File: config.mk
export PLATFORM = sky130hd
export DESIGN_NAME = minesweeper_game_ctrl_flat
export DESIGN_NICKNAME = d
export VERILOG_FILES = /design/src/rtl/minesweeper_game_ctrl_if.sv /design/src/rtl/minesweeper_game_ctrl.sv /design/src/flat_wrapper.sv
export SDC_FILE = /design/constraint.sdc
export NUM_CORES = 1
export LEC_CHECK = 0
export ABC_AREA = 1
export CORE_MARGIN = 2
export CORE_UTILIZATION = 33
export CTS_CLUSTER_DIAMETER = 40
export DETAILED_ROUTE_END_ITERATION = 8
export PLACE_DENSITY_LB_ADDON = 0.3
export SYNTH_ARGS = -nofsm -noshare
export SYNTH_HDL_FRONTEND = slang
export SYNTH_SLANG_ARGS = --single-unit
File: constraint.sdc
create_clock -name clk -period 2.8 [get_ports clk]
set_input_delay 0.42 -clock clk [delete_from_list [all_inputs] [get_ports clk]]
set_output_delay 0.42 -clock clk [all_outputs]
set_load 0.1 [all_outputs]
File: src/rtl/minesweeper_game_ctrl_if.sv
// minesweeper_game_ctrl_if
//   Bundles the signals between the game-control engine and its surroundings:
//   debounced button pulses, board/cover-array status pulses, and the
//   cursor/request/counter outputs that feed the cover array and displays.
//   Modports:
//     slave  - the game-control engine (consumes pulses, drives outputs)
//     master - the environment (board, cover array, buttons, displays)
//   Parameters: X_BITS / Y_BITS cursor widths; CNT_W = X_BITS+Y_BITS+1.
interface minesweeper_game_ctrl_if #(
  parameter int X_BITS = 4,
  parameter int Y_BITS = 4
);
  localparam int CNT_W = X_BITS + Y_BITS + 1;

  logic             new_game;
  logic             init_done;
  logic [CNT_W-1:0] num_mines;
  logic [CNT_W-1:0] num_non_mines;
  logic             mv_l;
  logic             mv_r;
  logic             mv_u;
  logic             mv_d;
  logic             wrap_en;
  logic             act_open;
  logic             act_flag;
  logic             cell_opened;
  logic             cell_is_mine;
  logic             flag_changed;
  logic             flag_set;

  logic [3:0]        state;
  logic [X_BITS-1:0] x_pos;
  logic [Y_BITS-1:0] y_pos;
  logic              open_req;
  logic              flag_req;
  logic [CNT_W-1:0]  cells_to_open;
  logic [CNT_W:0]    flags_left;
  logic [9:0]        elapsed_sec;

  modport slave (
    input  new_game, init_done, num_mines, num_non_mines,
    input  mv_l, mv_r, mv_u, mv_d, wrap_en, act_open, act_flag,
    input  cell_opened, cell_is_mine, flag_changed, flag_set,
    output state, x_pos, y_pos, open_req, flag_req,
    output cells_to_open, flags_left, elapsed_sec
  );

  modport master (
    output new_game, init_done, num_mines, num_non_mines,
    output mv_l, mv_r, mv_u, mv_d, wrap_en, act_open, act_flag,
    output cell_opened, cell_is_mine, flag_changed, flag_set,
    input  state, x_pos, y_pos, open_req, flag_req,
    input  cells_to_open, flags_left, elapsed_sec
  );
endinterface

File: src/rtl/minesweeper_game_ctrl.sv
// minesweeper_game_ctrl
//   Game-control engine: one-hot game FSM (INIT/PLAY/WIN/LOSE), cursor with
//   optional wrap-around, remaining-safe-cell counter, signed flag counter and
//   an optional elapsed-seconds timer.
//   Ports:
//     clk      - system clock, all state on rising edge
//     reset_n  - asynchronous active-low reset
//     bus      - minesweeper_game_ctrl_if.slave (pulses in, cursor/requests/
//                counters out; see the interface file)
//   Build option:
//     MINESWEEPER_TIMER_EN - when defined, the tick divider and elapsed_sec
//                            counter are built; otherwise elapsed_sec is 0.
module minesweeper_game_ctrl #(
  parameter int X_SIZE    = 16,
  parameter int Y_SIZE    = 16,
  parameter int X_BITS    = 4,
  parameter int Y_BITS    = 4,
  parameter int TICK_DIV  = 50_000_000,
  parameter int TIMER_MAX = 999
) (
  input  logic clk,
  input  logic reset_n,
  minesweeper_game_ctrl_if.slave bus
);
  localparam int CNT_W = X_BITS + Y_BITS + 1;
  localparam logic [X_BITS-1:0] X_MAX = X_BITS'(X_SIZE - 1);
  localparam logic [Y_BITS-1:0] Y_MAX = Y_BITS'(Y_SIZE - 1);

  typedef enum logic [3:0] {
    INIT = 4'b0001,
    PLAY = 4'b0010,
    WIN  = 4'b0100,
    LOSE = 4'b1000
  } state_t;

  state_t            st, st_n;
  logic [X_BITS-1:0] x, x_n;
  logic [Y_BITS-1:0] y, y_n;
  logic              oreq, oreq_n;
  logic              freq, freq_n;
  logic [CNT_W-1:0]  cells, cells_n;
  logic [CNT_W:0]    flags, flags_n;

  always_ff @(posedge clk or negedge reset_n) begin
    if (!reset_n) begin
      st    <= INIT;
      x     <= '0;
      y     <= '0;
      oreq  <= 1'b0;
      freq  <= 1'b0;
      cells <= '0;
      flags <= '0;
    end else begin
      st    <= st_n;
      x     <= x_n;
      y     <= y_n;
      oreq  <= oreq_n;
      freq  <= freq_n;
      cells <= cells_n;
      flags <= flags_n;
    end
  end

  always_comb begin
    st_n    = st;
    x_n     = x;
    y_n     = y;
    oreq_n  = 1'b0;
    freq_n  = 1'b0;
    cells_n = cells;
    flags_n = flags;
    if (bus.new_game) begin
      st_n = INIT;
      x_n  = '0;
      y_n  = '0;
    end else begin
      case (st)
        INIT: begin
          if (bus.init_done) begin
            cells_n = bus.num_non_mines;
            flags_n = {1'b0, bus.num_mines};
            st_n    = PLAY;
          end
        end
        PLAY: begin
          // Cover-array events outrank user actions; requests and cursor
          // moves only apply on cycles with no cover-array event.
          if (bus.cell_opened && bus.cell_is_mine) begin
            st_n = LOSE;
          end else if (bus.cell_opened) begin
            cells_n = (cells == '0) ? '0 : cells - CNT_W'(1);
            if (cells <= CNT_W'(1)) st_n = WIN;
          end else if (bus.flag_changed) begin
            flags_n = bus.flag_set ? flags - (CNT_W+1)'(1) : flags + (CNT_W+1)'(1);
          end else begin
            oreq_n = bus.act_open;
            freq_n = bus.act_flag & ~bus.act_open;
            // Opposing moves in the same cycle cancel.
            if (bus.mv_l && !bus.mv_r)
              x_n = (x == '0) ? (bus.wrap_en ? X_MAX : '0) : x - X_BITS'(1);
            else if (bus.mv_r && !bus.mv_l)
              x_n = (x == X_MAX) ? (bus.wrap_en ? '0 : x) : x + X_BITS'(1);
            if (bus.mv_u && !bus.mv_d)
              y_n = (y == '0) ? (bus.wrap_en ? Y_MAX : '0) : y - Y_BITS'(1);
            else if (bus.mv_d && !bus.mv_u)
              y_n = (y == Y_MAX) ? (bus.wrap_en ? '0 : y) : y + Y_BITS'(1);
          end
        end
        WIN, LOSE: begin
          // Game over: open button doubles as restart.
          if (bus.act_open) begin
            st_n = INIT;
            x_n  = '0;
            y_n  = '0;
          end
        end
        default: st_n = INIT;
      endcase
    end
  end

`ifdef MINESWEEPER_TIMER_EN
  localparam int TICK_W = (TICK_DIV > 1) ? $clog2(TICK_DIV) : 1;
  localparam logic [TICK_W-1:0] TICK_LAST = TICK_W'(TICK_DIV - 1);
  localparam logic [9:0]        SEC_MAX   = 10'(TIMER_MAX);

  logic [TICK_W-1:0] tick, tick_n;
  logic [9:0]        sec, sec_n;

  // Cleared whenever heading into or sitting in INIT, so PLAY always starts
  // from a fresh second; counts only while in PLAY, holds in WIN/LOSE.
  always_comb begin
    tick_n = tick;
    sec_n  = sec;
    if (st_n == INIT || st == INIT) begin
      tick_n = '0;
      sec_n  = '0;
    end else if (st == PLAY) begin
      if (tick == TICK_LAST) begin
        tick_n = '0;
        if (sec < SEC_MAX) sec_n = sec + 10'd1;
      end else begin
        tick_n = tick + TICK_W'(1);
      end
    end
  end

  always_ff @(posedge clk or negedge reset_n) begin
    if (!reset_n) begin
      tick <= '0;
      sec  <= '0;
    end else begin
      tick <= tick_n;
      sec  <= sec_n;
    end
  end

  assign bus.elapsed_sec = sec;
`else
  assign bus.elapsed_sec = '0;
`endif

  assign bus.state         = st;
  assign bus.x_pos         = x;
  assign bus.y_pos         = y;
  assign bus.open_req      = oreq;
  assign bus.flag_req      = freq;
  assign bus.cells_to_open = cells;
  assign bus.flags_left    = flags;
endmodule

File: src/flat_wrapper.sv
// flat-port wrapper written by rule: the top's interface ports become plain ports
module minesweeper_game_ctrl_flat 
#(
  parameter int X_SIZE    = 16,
  parameter int Y_SIZE    = 16,
  parameter int X_BITS    = 4,
  parameter int Y_BITS    = 4,
  parameter int TICK_DIV  = 50_000_000,
  parameter int TIMER_MAX = 999
)
  (clk, reset_n, bus_new_game, bus_init_done, bus_num_mines, bus_num_non_mines, bus_mv_l, bus_mv_r, bus_mv_u, bus_mv_d, bus_wrap_en, bus_act_open, bus_act_flag, bus_cell_opened, bus_cell_is_mine, bus_flag_changed, bus_flag_set, bus_state, bus_x_pos, bus_y_pos, bus_open_req, bus_flag_req, bus_cells_to_open, bus_flags_left, bus_elapsed_sec);
  minesweeper_game_ctrl_if #(.X_BITS(X_BITS), .Y_BITS(Y_BITS)) bus_i ();
  input  logic clk;
  input  logic reset_n;
  input wire logic [$bits(bus_i.new_game)-1:0] bus_new_game;
  input wire logic [$bits(bus_i.init_done)-1:0] bus_init_done;
  input wire logic [$bits(bus_i.num_mines)-1:0] bus_num_mines;
  input wire logic [$bits(bus_i.num_non_mines)-1:0] bus_num_non_mines;
  input wire logic [$bits(bus_i.mv_l)-1:0] bus_mv_l;
  input wire logic [$bits(bus_i.mv_r)-1:0] bus_mv_r;
  input wire logic [$bits(bus_i.mv_u)-1:0] bus_mv_u;
  input wire logic [$bits(bus_i.mv_d)-1:0] bus_mv_d;
  input wire logic [$bits(bus_i.wrap_en)-1:0] bus_wrap_en;
  input wire logic [$bits(bus_i.act_open)-1:0] bus_act_open;
  input wire logic [$bits(bus_i.act_flag)-1:0] bus_act_flag;
  input wire logic [$bits(bus_i.cell_opened)-1:0] bus_cell_opened;
  input wire logic [$bits(bus_i.cell_is_mine)-1:0] bus_cell_is_mine;
  input wire logic [$bits(bus_i.flag_changed)-1:0] bus_flag_changed;
  input wire logic [$bits(bus_i.flag_set)-1:0] bus_flag_set;
  output wire logic [$bits(bus_i.state)-1:0] bus_state;
  output wire logic [$bits(bus_i.x_pos)-1:0] bus_x_pos;
  output wire logic [$bits(bus_i.y_pos)-1:0] bus_y_pos;
  output wire logic [$bits(bus_i.open_req)-1:0] bus_open_req;
  output wire logic [$bits(bus_i.flag_req)-1:0] bus_flag_req;
  output wire logic [$bits(bus_i.cells_to_open)-1:0] bus_cells_to_open;
  output wire logic [$bits(bus_i.flags_left)-1:0] bus_flags_left;
  output wire logic [$bits(bus_i.elapsed_sec)-1:0] bus_elapsed_sec;
  assign bus_i.new_game = bus_new_game;
  assign bus_i.init_done = bus_init_done;
  assign bus_i.num_mines = bus_num_mines;
  assign bus_i.num_non_mines = bus_num_non_mines;
  assign bus_i.mv_l = bus_mv_l;
  assign bus_i.mv_r = bus_mv_r;
  assign bus_i.mv_u = bus_mv_u;
  assign bus_i.mv_d = bus_mv_d;
  assign bus_i.wrap_en = bus_wrap_en;
  assign bus_i.act_open = bus_act_open;
  assign bus_i.act_flag = bus_act_flag;
  assign bus_i.cell_opened = bus_cell_opened;
  assign bus_i.cell_is_mine = bus_cell_is_mine;
  assign bus_i.flag_changed = bus_flag_changed;
  assign bus_i.flag_set = bus_flag_set;
  assign bus_state = bus_i.state;
  assign bus_x_pos = bus_i.x_pos;
  assign bus_y_pos = bus_i.y_pos;
  assign bus_open_req = bus_i.open_req;
  assign bus_flag_req = bus_i.flag_req;
  assign bus_cells_to_open = bus_i.cells_to_open;
  assign bus_flags_left = bus_i.flags_left;
  assign bus_elapsed_sec = bus_i.elapsed_sec;
  minesweeper_game_ctrl #(.X_SIZE(X_SIZE), .Y_SIZE(Y_SIZE), .X_BITS(X_BITS), .Y_BITS(Y_BITS), .TICK_DIV(TICK_DIV), .TIMER_MAX(TIMER_MAX)) u_core (.clk(clk), .reset_n(reset_n), .bus(bus_i));
endmodule
# Yosys cells after proc, flatten, opt, wreduce, memory -nomap -nowiden
# Index checks and enable logic that the tools add are counted.
# totals
register_bits	33
input_bits	33
wordCells	109
# op_classes
n_addsub	7
magnitude_cmp	1
eq_ne	22
muxes	49
bitwise	3
reduce_logical	20
# op_table
op	count
two-way mux 4 bit	25
two-way mux 10 bit	5
two-way mux 9 bit	4
one-hot mux 10 bit (2 select lines)	1
one-hot mux 9 bit (2 select lines)	1
one-hot mux 4 bit (2 select lines)	2
inequality test 3 bit (second input constant)	5
AND reduction 7 bit	2
== test 4 bit (second input constant)	3
inequality test 4 x 2 -> 1 bit (second input constant)	3
one-hot mux 4 bit (3 select lines)	1
adder 10 x 1 -> 10 bit (second input constant)	1
two-way mux 1 bit	10
inequality test 2 bit (second input constant)	5
inequality test 5 x 4 -> 1 bit (second input constant)	2
subtractor 10 x 1 -> 10 bit (second input constant)	1
less-or-equal comparator 9 x 1 -> 1 bit (second input constant)	1
zero test 9 bit	1
subtractor 9 x 1 -> 9 bit (second input constant)	1
adder 4 x 1 -> 4 bit (second input constant)	2
zero test 4 bit	2
subtractor 4 x 1 -> 4 bit (second input constant)	2
AND reduction 6 bit	1
logical AND 1 bit	5
12 further kinds	16

# Longest topological paths before layout
# logic_depth
depth_word	9
mapped_depth	10

# Worst setup path before layout
# OpenSTA, ideal clock, no wires.
# synth_path
path_type	register -> register
startpoint	register u_core.cells[0] (netlist: u_core.bus.cells_to_open[0])
endpoint	register u_core.cells[0] (netlist: u_core.bus.cells_to_open[0])
arrival_time_ns	2.023
t_required_ns	2.732
path_slack_ns	0.709
path_stages_with_launch	10
period_less_slack_ns	2.091
cell_sequence	dfrtp_1 -> inv_1 -> ha_1 -> nand2_1 -> nor2_1 -> nand2_1 -> nand2_1 -> o21ai_0 -> nand2_1 -> nand2_1
# synth_via
elab_chain_len	5
word_cells_on_any_way	6
# synth_lines
element	line_no	text
start, declared	minesweeper_game_ctrl.sv:41	logic [CNT_W-1:0] cells, cells_n;
start signal, assigned	minesweeper_game_ctrl.sv:59	cells <= cells_n;
subtractor 9 x 1 -> 9 bit / zero test 9 bit (equally long branches)	minesweeper_game_ctrl.sv:91	cells_n = (cells == '0) ? '0 : cells - CNT_W'(1);
two-way mux 9 bit (*)	minesweeper_game_ctrl.sv:91	
two-way mux 9 bit (*)	minesweeper_game_ctrl.sv:90	end else if (bus.cell_opened) begin
two-way mux 9 bit (*)	minesweeper_game_ctrl.sv:88	if (bus.cell_opened && bus.cell_is_mine) begin
one-hot mux 9 bit (2 select lines) (*)	minesweeper_game_ctrl.sv:77	case (st)
# Mark *: on every way between the ends. The rest lies on a longest branch, timed or not. The select of a mux whose other input is x is not followed.
# A chain may end at the register's enable or synchronous reset.

# Worst setup path after layout
# layout_path
startpoint	input bus_flag_set
endpoint	register u_core.flags[7] (netlist: u_core.bus.flags_left[7])
# layout_via
elab_chain_len	5
# layout_lines
element	line_no	text
start, declared	flat_wrapper.sv:29	input wire logic [$bits(bus_i.flag_set)-1:0] bus_flag_set;
two-way mux 10 bit	minesweeper_game_ctrl.sv:94	flags_n = bus.flag_set ? flags - (CNT_W+1)'(1) : flags + (CNT_W+1)'(1);
two-way mux 10 bit	minesweeper_game_ctrl.sv:93	end else if (bus.flag_changed) begin
two-way mux 10 bit	minesweeper_game_ctrl.sv:90	
two-way mux 10 bit	minesweeper_game_ctrl.sv:88	
one-hot mux 10 bit (2 select lines)	minesweeper_game_ctrl.sv:77	
end signal, assigned	minesweeper_game_ctrl.sv:60	flags <= flags_n;
end, declared	minesweeper_game_ctrl.sv:42	logic [CNT_W:0] flags, flags_n;
# Every way passes these cells. The select of a mux whose other input is x is not followed.

==> flow_summary.yaml <==
run_status:
  outcome: "finished clean"
placement:
  placedCellCount: 634
  gp_congestion: 0.851
  portBuffers: 65
  dp_hpwl_mm: 5.61
  postPlaceCellArea_um2: 3610
timing:
  fin_crit_sh_pct: 72.7
  hold_violations: 0
  finalSetupTns_ps: 0
  finClkSkew_ps: 8.12
  setup_viol: 0
  slew_viol_final: 0
  fin_crit_ps: 2030
  clock.fmax_mhz: 491
  rsz0062_at_grt: "no"
grt:
  grt_antenna_before_repair: 0
  grt_max_degree: 34
  grt_first_pass_wirelength_mm: 13.0
  overflow: 0
  grt_pass1_vias: 2884
  grt_usage_pct: 15.8
drt:
  drt-total-wl_mm: 7.48
  top_layer: "met4"
  wire_per_inst_um: 11.7
  vias: 3038
  met1_length_mm: 3.53
  met3_length_um: 328
  drc_errors: 0
  viasPerCell: 4.73
  drtAntennaViolNets: 0
  wl_met2_mm: 3.54
  drt_pass1_iterations: 4
  drtIter0Drc: 82
worst_setup_path:
  cp-start-kind: "primary input"
  critPathKind: "primary input to flip-flop"
  required_ps: 2980
  crit_arrival_ps: 2220
  reg2reg_from: "u_core.bus.state[0]$_DFFE_PN1P_"
  crit_fanout: 10
  critPathLaunch: "bus_flag_set"
  endpoint_kind: "flip-flop"
layout:
  utilization_pct: 42.3
  area_growth_pct: 24.0
  layout.cells.most_common_list: "179 x nand2_1, 53 x inv_1, 40 x nand3_1"
  fin_area_um2: 3690
  stdcell_count: 642
  final_layout_size_suffix_gt1_share_pct: 12.9
  final_common_cell: "nand2_1"
  diodes: 0
  final_net_count: 585
yosys:
  synth_top_area_cell: "dfrtp_1"
  synth_top_flop_cell: "dfrtp_1"
  synth_area_leaders: "dfrtp_1 27%, nand2_1 23%, ha_1 7.6%"
  synth_top_area_share_pct: 26.9
  async_reset_ff_share_pct: 100
  synth-edff-count: 0
  synth_cells: 466
  syn_avg_cell_area_um2: 6.38
  ys_ff_latch: 33
  ys_seq_area_share_pct: 27.8
  ys_warn_count: 0
  syn_area_um2: 2980
  ys_types: 33
floorplan:
  die_h_um: 99.0
  die_area_um2: 9790
  dieWidth_um: 99.0
  pin_count: 76
  start_util_pct: 34.1
  fp-row-count: 34
  core_um2: 8720
clock_tree:
  cts_setup_buffers: 0
  cts_max_level: 2
  clock_latency_ps: 290
  cts-resized-gates: 0
  clock_sinks: 33
  cts_tree: "yes"
  ctsLongestPathBuffers: 2
  cts_buffers: 5
  cts-root-buf: "clkbuf_8"
  clkSlewWorstSetupHoldPaths_ps: 80
  hold_buffers: 0
job:
  maxCapViolations: 0
hold_path:
  worstHoldStart: "u_core.bus.cells_to_open[7]$_DFFE_PN0P_"
  worstHoldPathType: "flip-flop to flip-flop"
-- stage by stage --
step,hold slack (ps),setup WS [ps]
after floorplan,124,709
after global placement,500,501
after detailed placement,516,464
after CTS,533,765
after global routing,568,565
final,520,765
-- worst paths after layout --
check | to | slack (ps) | depth (start not counted)
min in group asynchronous | u_core.bus.flags_left[3]$_DFFE_PN0P_ | 540 | 2
min | u_core.bus.cells_to_open[7]$_DFFE_PN0P_ | 520 | 2
max | u_core.bus.flags_left[7]$_DFFE_PN0P_ | 770 | 10
max in group asynchronous | u_core.bus.state[0]$_DFFE_PN1P_ | 1900 | 2
max reg2reg | u_core.bus.flags_left[1]$_DFFE_PN0P_ | 1050 | 7
min reg2reg | u_core.bus.cells_to_open[7]$_DFFE_PN0P_ | 520 | 2
-- logic make-up after synthesis --
group / Yosys count / share of synthesized area [%]
other cells: 1 / 0.126
xor+xnor: 5 / 1.47
simple gates: 287 / 42.3
compound gates: 45 / 8.20
fa+ha+maj: 19 / 8.24
flops: 33 / 27.8
buf+inv: 76 / 11.9
-- synthesized netlist by cell type (5+ instances only) --
master and instances:
nand3_1 40, inv_1 53, buf_4 11, a21oi_1 16, nand4_1 9, nand3_2 5, ha_1 18, o21ai_0 16
nor2_1 35, inv_2 5, dfrtp_1 32, nand2_1 179, o21ai_1 6
-- metal layers --
metal | global-route usage [%] | vias up
met1 | 20.6 | 1375
met2 | 27.2 | 62
met5 | 0 | -
met4 | 4.11 | 0
met3 | 2.84 | 10
li1 | - | 1591
-- critical path: stages --
cell             delay [ps]
clkdlybuf4s50_1         740
ha_1                    370
nand2_1                 130
inv_1                    50
a21oi_1                 200
nand2_1                  80
nand2_1                  60
nand3_1                  60
nand2_1                  60
nand2_1                  40
-- area by class of cell --
type,count,area [um^2]
Clock inverter,2,10.0
Sequential cell,33,827
Timing Repair Buffer,69,598
Inverter,58,218
Tap cell,108,135
Clock buffer,6,72.6
Multi-Input combinational cell,366,1830
Fill cell,922,5030
-- sequential cells by signal (all words and copies together) (netlist names) --
register,cells
u_core.bus.state,4
u_core.bus.y_pos,4
u_core.bus.cells_to_open,9
u_core.bus.flag_req,1
u_core.bus.x_pos,4
u_core.bus.open_req,1
u_core.bus.flags_left,10
Power is left out: the tool's default activity adds up to more than one toggle a clock period on the data nets, which glitch-free logic cannot reach.
